File: config.mk
export PLATFORM = sky130hd
export DESIGN_NAME = alu_op_issue
export DESIGN_NICKNAME = d
export VERILOG_FILES = /design/src/rtl/alu_pkg.sv /design/src/rtl/alu_op_decode.sv /design/src/rtl/alu_op_issue.sv
export SDC_FILE = /design/constraint.sdc
export NUM_CORES = 1
export LEC_CHECK = 0
export BUFFER_PORTS_ARGS = -buffer_cell sky130_fd_sc_hd__buf_2
export CAP_MARGIN = 25
export CORE_MARGIN = 4
export CORE_UTILIZATION = 50
export DETAILED_ROUTE_END_ITERATION = 8
export PLACE_DENSITY = 0.77
export SETUP_SLACK_MARGIN = 0.5
export SLEW_MARGIN = 10
export SYNTH_ARGS = -nofsm -noshare
export SYNTH_HDL_FRONTEND = slang
export SYNTH_SLANG_ARGS = --single-unit
File: constraint.sdc
create_clock -name clk -period 3.5 [get_ports clk]
set_input_delay 0 -clock clk [delete_from_list [all_inputs] [get_ports clk]]
set_output_delay 0 -clock clk [all_outputs]
set_load 0.01 [all_outputs]
File: src/rtl/alu_pkg.sv
// -----------------------------------------------------------------------------
// alu_pkg
// Shared definitions for the ALU issue path: ALU Operation encodings (as seen
// by the ALU, plus an ILLEGAL marker), RV32I major opcodes that the issue
// stage recognises, the Operation width, and the skid-buffer state encoding.
// -----------------------------------------------------------------------------
package alu_pkg;

    localparam int OPCODE_LENGTH = 4;

    // ALU Operation encodings
    typedef enum logic [3:0] {
        ALU_AND     = 4'b0000,
        ALU_XOR     = 4'b0001,
        ALU_ADD     = 4'b0010,
        ALU_OR      = 4'b0011,
        ALU_SUB     = 4'b0100,
        ALU_ADDI    = 4'b0101,
        ALU_EQUAL   = 4'b1000,
        ALU_ILLEGAL = 4'b1111
    } alu_op_e;

    // RV32I major opcodes (instr[6:0])
    localparam logic [6:0] RV_OP_R      = 7'b0110011;
    localparam logic [6:0] RV_OP_I      = 7'b0010011;
    localparam logic [6:0] RV_OP_LOAD   = 7'b0000011;
    localparam logic [6:0] RV_OP_STORE  = 7'b0100011;
    localparam logic [6:0] RV_OP_BRANCH = 7'b1100011;

    // Occupancy of the head/skid buffer
    typedef enum logic [1:0] {
        BUF_EMPTY = 2'b00,
        BUF_ONE   = 2'b01,
        BUF_TWO   = 2'b10
    } buf_state_e;

    // Register-register classes take SrcB from rs2; everything else
    // (including unknown opcodes) takes the immediate.
    function automatic logic uses_rs2(input logic [6:0] opcode);
        return (opcode == RV_OP_R) || (opcode == RV_OP_BRANCH);
    endfunction

endpackage

File: src/rtl/alu_op_decode.sv
// -----------------------------------------------------------------------------
// alu_op_decode
// Combinational decode of Opcode/Funct3/Funct7 into the ALU Operation code,
// the SrcB select and an illegal flag.
// Ports:
//   opcode_i     instr[6:0]
//   funct3_i     instr[14:12]
//   funct7_i     instr[31:25]
//   operation_o  ALU Operation code (ALU_ILLEGAL when unsupported)
//   use_imm_o    1: SrcB = immediate, 0: SrcB = rs2
//   illegal_o    instruction did not decode to a supported operation
// -----------------------------------------------------------------------------
module alu_op_decode
    import alu_pkg::*;
(
    input  logic [6:0]               opcode_i,
    input  logic [2:0]               funct3_i,
    input  logic [6:0]               funct7_i,
    output logic [OPCODE_LENGTH-1:0] operation_o,
    output logic                     use_imm_o,
    output logic                     illegal_o
);

    alu_op_e op_s;

    // Opcode class and function-field decode
    always_comb begin
        op_s = ALU_ILLEGAL;
        case (opcode_i)
            RV_OP_R: begin
                if (funct7_i == 7'b0000000) begin
                    case (funct3_i)
                        3'b000:  op_s = ALU_ADD;
                        3'b100:  op_s = ALU_XOR;
                        3'b110:  op_s = ALU_OR;
                        3'b111:  op_s = ALU_AND;
                        default: op_s = ALU_ILLEGAL;
                    endcase
                end else if ((funct7_i == 7'b0100000) && (funct3_i == 3'b000)) begin
                    op_s = ALU_SUB;
                end else begin
                    op_s = ALU_ILLEGAL;
                end
            end
            RV_OP_I: begin
                case (funct3_i)
                    3'b000:  op_s = ALU_ADDI;
                    3'b100:  op_s = ALU_XOR;
                    3'b110:  op_s = ALU_OR;
                    3'b111:  op_s = ALU_AND;
                    default: op_s = ALU_ILLEGAL;
                endcase
            end
            // Address generation: any width/sign variant is a plain add
            RV_OP_LOAD,
            RV_OP_STORE: op_s = ALU_ADD;
            RV_OP_BRANCH: begin
                if (funct3_i == 3'b000) begin
                    op_s = ALU_EQUAL;
                end else begin
                    op_s = ALU_ILLEGAL;
                end
            end
            default: op_s = ALU_ILLEGAL;
        endcase
    end

    assign operation_o = op_s;
    assign illegal_o   = (op_s == ALU_ILLEGAL);
    assign use_imm_o   = !uses_rs2(opcode_i);

endmodule

File: src/rtl/alu_op_issue.sv
// -----------------------------------------------------------------------------
// alu_op_issue
// Issue stage feeding the ALU. Decodes the incoming instruction fields,
// selects SrcA/SrcB and the Operation code, and presents them from a
// registered head entry through a valid/ready handshake. A second (skid)
// entry absorbs one extra instruction while EX stalls so that in_ready can be
// a flop.
// Ports:
//   clk, reset        rising-edge clock, asynchronous active-low reset
//   flush             synchronous discard of all buffered entries
//   in_valid/in_ready decode-side handshake (in_ready registered)
//   Opcode/Funct3/Funct7, RD1, RD2, ImmG   decoded instruction and operands
//   out_valid/out_ready                    EX-side handshake
//   SrcA, SrcB, Operation, Illegal         registered ALU operands/opcode
// -----------------------------------------------------------------------------
module alu_op_issue
    import alu_pkg::*;
#(
    parameter int DATA_WIDTH    = 32,
    parameter int OPCODE_LENGTH = 4
) (
    input  logic                     clk,
    input  logic                     reset,
    input  logic                     flush,
    input  logic                     in_valid,
    output logic                     in_ready,
    input  logic [6:0]               Opcode,
    input  logic [2:0]               Funct3,
    input  logic [6:0]               Funct7,
    input  logic [DATA_WIDTH-1:0]    RD1,
    input  logic [DATA_WIDTH-1:0]    RD2,
    input  logic [DATA_WIDTH-1:0]    ImmG,
    output logic                     out_valid,
    input  logic                     out_ready,
    output logic [DATA_WIDTH-1:0]    SrcA,
    output logic [DATA_WIDTH-1:0]    SrcB,
    output logic [OPCODE_LENGTH-1:0] Operation,
    output logic                     Illegal
);

    // Decoded view of the incoming instruction
    logic [OPCODE_LENGTH-1:0] dec_op_s;
    logic                     dec_use_imm_s;
    logic                     dec_ill_s;
    logic [DATA_WIDTH-1:0]    new_b_s;

    alu_op_decode u_decode (
        .opcode_i    (Opcode),
        .funct3_i    (Funct3),
        .funct7_i    (Funct7),
        .operation_o (dec_op_s),
        .use_imm_o   (dec_use_imm_s),
        .illegal_o   (dec_ill_s)
    );

    assign new_b_s = dec_use_imm_s ? ImmG : RD2;

    // Buffer state and handshake flops
    buf_state_e state_q,     state_d;
    logic       out_valid_q, out_valid_d;
    logic       in_ready_q,  in_ready_d;

    // Head entry (drives the outputs) and skid entry
    logic [DATA_WIDTH-1:0]    head_a_q,   head_a_d;
    logic [DATA_WIDTH-1:0]    head_b_q,   head_b_d;
    logic [OPCODE_LENGTH-1:0] head_op_q,  head_op_d;
    logic                     head_ill_q, head_ill_d;
    logic [DATA_WIDTH-1:0]    skid_a_q,   skid_a_d;
    logic [DATA_WIDTH-1:0]    skid_b_q,   skid_b_d;
    logic [OPCODE_LENGTH-1:0] skid_op_q,  skid_op_d;
    logic                     skid_ill_q, skid_ill_d;

    logic push_s;
    logic pop_s;

    assign push_s = in_valid && in_ready_q;
    assign pop_s  = out_valid_q && out_ready;

    // Next-state and entry movement for the head/skid buffer
    always_comb begin
        state_d    = state_q;
        head_a_d   = head_a_q;
        head_b_d   = head_b_q;
        head_op_d  = head_op_q;
        head_ill_d = head_ill_q;
        skid_a_d   = skid_a_q;
        skid_b_d   = skid_b_q;
        skid_op_d  = skid_op_q;
        skid_ill_d = skid_ill_q;

        if (flush) begin
            // Concurrent input is dropped; a concurrent pop is already owned by EX
            state_d = BUF_EMPTY;
        end else begin
            case (state_q)
                BUF_EMPTY: begin
                    if (push_s) begin
                        head_a_d   = RD1;
                        head_b_d   = new_b_s;
                        head_op_d  = dec_op_s;
                        head_ill_d = dec_ill_s;
                        state_d    = BUF_ONE;
                    end else begin
                        state_d = BUF_EMPTY;
                    end
                end
                BUF_ONE: begin
                    if (push_s && pop_s) begin
                        // Old head leaves, new entry takes its place
                        head_a_d   = RD1;
                        head_b_d   = new_b_s;
                        head_op_d  = dec_op_s;
                        head_ill_d = dec_ill_s;
                        state_d    = BUF_ONE;
                    end else if (push_s) begin
                        // Head is stalled: park the new entry behind it
                        skid_a_d   = RD1;
                        skid_b_d   = new_b_s;
                        skid_op_d  = dec_op_s;
                        skid_ill_d = dec_ill_s;
                        state_d    = BUF_TWO;
                    end else if (pop_s) begin
                        state_d = BUF_EMPTY;
                    end else begin
                        state_d = BUF_ONE;
                    end
                end
                BUF_TWO: begin
                    // in_ready is low here, so only a pop can happen
                    if (pop_s) begin
                        head_a_d   = skid_a_q;
                        head_b_d   = skid_b_q;
                        head_op_d  = skid_op_q;
                        head_ill_d = skid_ill_q;
                        state_d    = BUF_ONE;
                    end else begin
                        state_d = BUF_TWO;
                    end
                end
                default: state_d = BUF_EMPTY;
            endcase
        end

        // Handshake flops track the occupancy the buffer will have after this edge
        in_ready_d  = (state_d != BUF_TWO);
        out_valid_d = (state_d != BUF_EMPTY);
    end

    // State, handshake and entry registers
    always_ff @(posedge clk or negedge reset) begin
        if (!reset) begin
            state_q     <= BUF_EMPTY;
            out_valid_q <= 1'b0;
            in_ready_q  <= 1'b1;
            head_a_q    <= {DATA_WIDTH{1'b0}};
            head_b_q    <= {DATA_WIDTH{1'b0}};
            head_op_q   <= {OPCODE_LENGTH{1'b0}};
            head_ill_q  <= 1'b0;
            skid_a_q    <= {DATA_WIDTH{1'b0}};
            skid_b_q    <= {DATA_WIDTH{1'b0}};
            skid_op_q   <= {OPCODE_LENGTH{1'b0}};
            skid_ill_q  <= 1'b0;
        end else begin
            state_q     <= state_d;
            out_valid_q <= out_valid_d;
            in_ready_q  <= in_ready_d;
            head_a_q    <= head_a_d;
            head_b_q    <= head_b_d;
            head_op_q   <= head_op_d;
            head_ill_q  <= head_ill_d;
            skid_a_q    <= skid_a_d;
            skid_b_q    <= skid_b_d;
            skid_op_q   <= skid_op_d;
            skid_ill_q  <= skid_ill_d;
        end
    end

    assign in_ready  = in_ready_q;
    assign out_valid = out_valid_q;
    assign SrcA      = head_a_q;
    assign SrcB      = head_b_q;
    assign Operation = head_op_q;
    assign Illegal   = head_ill_q;

endmodule

Word-level counts from Yosys, hierarchy flattened
Index checks and enable logic that the tools add are counted.

cells by class
  bitwise logic cells = 2
  mux-type cells = 30
  equal/unequal tests = 16
  reduce and logical (&&, ||, !) cells = 13

operators by type and width
  cell                  count
  $mux W32              7
  $pmux W32 S3          2
  $pmux W4 S4           3
  $eq A7 B6 Y1 const B  3
  $mux W4               5
  $pmux W4 S3           1
  $eq A3 B3 Y1 const B  3
  $mux W2               4
  $ne A2 B2 Y1 const B  4
  $eq A7 B2 Y1 const B  1
  $eq A7 B5 Y1 const B  1
  $eq A7 B7 Y1 const B  1
  $logic_not A7 Y1      1
  $pmux W2 S3           1
  $mux W1               5
  $reduce_and A5 Y1     1
  $eq A4 B4 Y1 const B  1
  $logic_and A1 B1 Y1   4
  $reduce_and A4 Y1     1
  $logic_not A3 Y1      1
  $mux W3               1
  $pmux W1 S3           1
  $reduce_bool A3 Y1    1
  $eq A2 B1 Y1 const B  1
  other kinds (6)       7

storage, ports and cells
  word-level logic and storage cells = 72
  flip-flop bits (word level) = 142
  bits of input ports = 118

Depth between registers and ports, before layout
  depth after elaboration = 8
  gate-level depth with buffers = 11
  depth with buffers taken out = 8

By module
Synthesis repeated with hierarchy kept, for this count alone.

unflattened totals
  cell total of the unflattened synthesis = 473
  area total of the unflattened synthesis = 6836.6 µm²

by module, submodules not included
  module         cells an instance  area each (µm²)  instances
  alu_op_issue   429                6532.5           1
  alu_op_decode  44                 304.0            1

Worst setup path before layout
No wires, ideal clock.

  path kind = reg-to-reg
  start point = register in_ready_q (netlist: in_ready)
  end point = register skid_a_q[21]
  stages on the path, launching flop included = 8
  setup slack = 1.452 ns
  clock period less this slack = 2.048 ns
  buffers on the path = 2
  data required time = 3.375 ns
  data arrival time = 1.923 ns
  library setup time = 0.125 ns
  cell sequence = dfstp_2 -> and2_1 -> ha_1 -> nor2_1 -> nand3_1 -> clkbuf_1 -> buf_2 -> mux2_2

on the way
  cells in the longest elaborated chain, start to end = 4

ends and longest elaborated chain
  what                                  line                 text
  start, declared                       alu_op_issue.sv:61   logic in_ready_q, in_ready_d;
  start signal, assigned                alu_op_issue.sv:166  in_ready_q <= in_ready_d;
  $logic_and A1 B1 Y1 *                 alu_op_issue.sv:76   assign push_s = in_valid && in_ready_q;
  $logic_and A1 B1 Y1                   alu_op_issue.sv:108  if (push_s && pop_s) begin
  $not A1 Y1 (no source line)           -
  $reduce_and A4 Y1 (no source line) *  -
  end signal, assigned                  alu_op_issue.sv:159  skid_a_q <= {DATA_WIDTH{1'b0}};
  end signal, assigned                  alu_op_issue.sv:171  skid_a_q <= skid_a_d;
  end, declared                         alu_op_issue.sv:68   logic [DATA_WIDTH-1:0] skid_a_q, skid_a_d;

Every way passes the cells marked *; elsewhere a longest branch is shown, timed or not.
A chain may end at the register's enable or synchronous reset.

Worst setup path in the final report
  start point = register in_ready_q (netlist: in_ready)
  end point = register skid_ill_q

on the way
  cells in the longest elaborated chain, start to end = 4

ends and longest elaborated chain
  what                                  line                 text
  $logic_and A1 B1 Y1 *                 alu_op_issue.sv:76
  $logic_and A1 B1 Y1                   alu_op_issue.sv:108
  $not A1 Y1 (no source line)           -
  $reduce_and A4 Y1 (no source line) *  -
  end signal, assigned                  alu_op_issue.sv:174  skid_ill_q <= skid_ill_d;
  end, declared                         alu_op_issue.sv:71   logic skid_ill_q, skid_ill_d;

Marks and branches as above.

==> summary.md <==
| Metric | Value |
|---|---|
| Status | `finished, final reports clean` |
| FFs w/ async S/R, synth | `100%` |
| Slew Limit Fails | `0` |
| Synthesized area per cell | `roughly 11 µm²` |
| P_leak | `4.66 nW` |
| RSZ-0062 raised after global routing | `no` |
| Post-synth EDFFs | `0` |
| Final core occ | `between 70% and 80%` |
| Count of buffers from port buffering | `188` |
| Initial Util | `roughly 51%` |
| Hold Vio Cnt, Final | `0` |
| Routed Antenna Nets | `0` |
| Post-Syn Area | `~6500 µm²` |
| Setup CP Type | `reg -> reg` |
| Final WL | `~17000 µm` |
| DRT iter0 DRCs | `approximately 420` |
| # resized after CTS | `0` |
| Initial antenna violation count | `0` |
| DRC violation count after routing | `0` |
| Ports | `~190` |
| CTS tree | `yes` |
| Worst EP required | `3.78 ns` |
| Final Total Pwr | `approximately 5.5 mW` |
| Max Freq | `just over 400 MHz` |
| Tcrit/Tclk final | `69.9%` |
| Die height | `between 100 and 150 µm` |
| TNS Setup | `0 ns` |
| Setup bufs post-CTS | `0` |
| Clock Path Buffers | `2` |
| WP data arrival | `2.73 ns` |
| Maximum vdd drop | `between 0.4 and 0.5 mV` |
| Hold Buf Count CTS | `95` |
| Setup Viol. Count Final | `0` |
| Placer congestion estimate | `~0.90` |
| CP Capture Type | `flip-flop` |
| Largest net degree at the start of global routing | `99` |
| Slew HR | `roughly 38%` |
| Htree depth | `4` |
| Die X-Extent | `roughly 120 µm` |
| Congestion Overflow GR | `0` |
| Post-Syn Nets | `708` |
| Nets | `975` |
| Slew @ Worst Pin | `slightly above 0.9 ns` |
| Final Critical Period | `between 2 and 2.5 ns` |
| Pwr dens | `611 nW/µm²` |
| Pre-CTS WS | `between 1 and 1.5 ns` |
| Dpl hpwl | `around 11000 µm` |
| Core box area | `around 13000 µm²` |
| Post-Synthesis Cells | `588` |
| Row count | `41` |
| Sequential element share of the synthesized area | `54.9%` |
| WL per Instance | `between 15 and 20 µm` |
| Main synth FF type | `dfrtp_1` |
| Final WS setup | `1.05 ns` |
| Max FO, Critical Path | `56` |
| Startpoint types | `flip-flop` |
| First drt pass iteration count | `5` |
| Number of global-route vias before repair | `5907` |
| Ys Warns | `0` |
| Worst Skew | `~0.0077 ns` |
| Cell area after layout | `9070 µm²` |
| Root Driver | `clkbuf_16` |
| Clock sinks | `~140` |
| Hold Crit Class | `in -> reg` |
| Clk_lat worst skew | `0.42 ns` |
| Vias per cell | `between 5 and 6` |
| Ratio of cells with drive above 1 in the final layout | `a little under a third` |
| Inserted Diodes | `0` |
| Post-DP Area | `between 7000 and 8000 µm²` |
| Netlist cell types | `42` |
| # Max-Cap Violations | `0` |
| #FFs+latches synth | `between 100 and 150` |
| Full die area | `~15000 µm²` |
| Clock Pin Slew Worst Setup and Hold Paths | `roughly 0.06 ns` |
| Num CTS Buffers | `17` |
| Vias | `5556` |
| First-pass GRT wire length | `about 28000 µm` |
| Total GRT Usage | `about 24%` |
| Synth-to-Final Area Change | `39.9%` |
-- through the flow --
step	hold WS, ns	instances
after floorplan	-0.296	588
after global placement	0.153	913
after detailed placement	0.158	913
after CTS	0.000457	1040
after global routing	0.0280	1040
final	0.00406	1040
-- worst paths after layout --
check | slack [ns] | cells past startpoint | from | end
setup / recovery | 1.05 | 6 | in_ready | skid_ill_q
min in group asynchronous | 0.24 | 2 | reset | SrcB[20]
hold reg to reg | 0.47 | 1 | SrcB[12] | SrcB[12]
hold / removal | 0.004 | 3 | ImmG[5] | skid_b_q[5]
setup reg to reg | 1.05 | 6 | in_ready | skid_ill_q
max in group asynchronous | 2.32 | 3 | reset | in_ready
-- synthesized netlist by cell type (2+ instances only) --
library cell	number	area, µm²
a21o_1	33	248
dfrtp_1	141	3530
buf_2	14	70.1
o21ai_0	72	360
or3_1	2	12.5
mux2i_1	67	671
a211o_1	2	17.5
ha_1	2	25.0
and2_1	2	12.5
nor3_1	2	10.0
nand3b_1	2	15.0
clkbuf_1	16	60.1
nand2_1	76	285
nand3_1	2	10.0
o21bai_1	2	15.0
buf_6	4	45.0
nor2b_1	3	18.8
o22ai_1	2	12.5
nor2_1	38	143
inv_1	5	18.8
mux2_2	33	372
buf_1	6	22.5
a21oi_1	4	20.0
buf_4	2	15.0
nand2b_1	7	43.8
a211oi_1	33	248
-- worst max-delay path: stages (launching register included) --
cell	delay (ns)
dfstp_2	0.54
and2_1	0.23
ha_1	0.23
nor2_1	0.08
nand3_4	0.48
buf_4	0.53
o21ai_0	0.18
-- cells by family (layout without fill, tap and decap cells) --
logic type / Yosys count / after routing / share of synthesized area, %
AOI/OAI and AO/OA: 155 / 155 / 15.2
xor gates and xnor gates: 2 / 2 / 0.270
adders and majority gates: 2 / 2 / 0.386
buffers and inverters: 47 / 327 / 3.57
DFF: 142 / 142 / 54.9
muxes: 101 / 101 / 16.3
and+or+nand+nor: 139 / 139 / 9.44
-- sequential cells by signal, summed over array words and instances, names as in the netlist --
register	count
Illegal	1
Operation	4
SrcA	32
SrcB	32
in_ready	1
out_valid	1
skid_a_q	32
skid_b_q	32
skid_ill_q	1
skid_op_q	4
state_q	2
-- cell usage in the layout (no fill, tap or decap), types with 2 or more instances in the layout --
master         Yosys  final
dfrtp_1          141    141
buf_4              2      6
clkbuf_1          16      2
nor3_1             2      2
and2_1             2      2
dlygate4sd3_1      0     95
clkbuf_16          0     17
nand3b_1           2      2
clkbuf_8           0      3
nand2_1           76     76
a21oi_1            4      4
ha_1               2      2
clkinvlp_4         0      5
clkinv_2           0      3
nor2_1            38     38
a211o_1            2      2
o22ai_1            2      2
nand2b_1           7      6
inv_1              5      5
mux2i_1           67     67
a21o_1            33     33
o21ai_0           72     72
nor2b_1            3      2
buf_2             14    187
mux2_2            33     33
a211oi_1          33     33
bufinv_16          0      2
-- area by class of cell --
type	count	area, µm²
Clock buffer	22	474
Timing Repair Buffer	290	1960
Sequential cell	142	3550
Fill cell	889	3600
Clock inverter	10	113
Tap cell	172	215
Multi-Input combinational cell	399	2730
Inverter	5	18.8
-- routing by layer --
| metal | up-vias | routed length (µm) | share of wire (%) | GRT usage, % |
|---|---|---|---|---|
| met5 | - | 0 | 0 | 0 |
| met1 | 2709 | 6940 | 41 | 29.1 |
| li1 | 2609 | - | - | - |
| met4 | 0 | 371 | 2.2 | 7.91 |
| met2 | 207 | 8640 | 51 | 41.5 |
| met3 | 31 | 1130 | 6.6 | 7.15 |
-- where the power goes --
| group | leakage (nW) | total, mW | switching, mW | internal, mW |
|---|---|---|---|---|
| clock network | 0.274 | 1.78 | 0.678 | 1.10 |
| logic | 2.64 | 1.26 | 0.635 | 0.628 |
| registers | 1.75 | 2.50 | 0.307 | 2.19 |
| total | 4.66 | 5.54 | 1.62 | 3.92 |
Note: power is estimated with default switching activity, not from simulation.
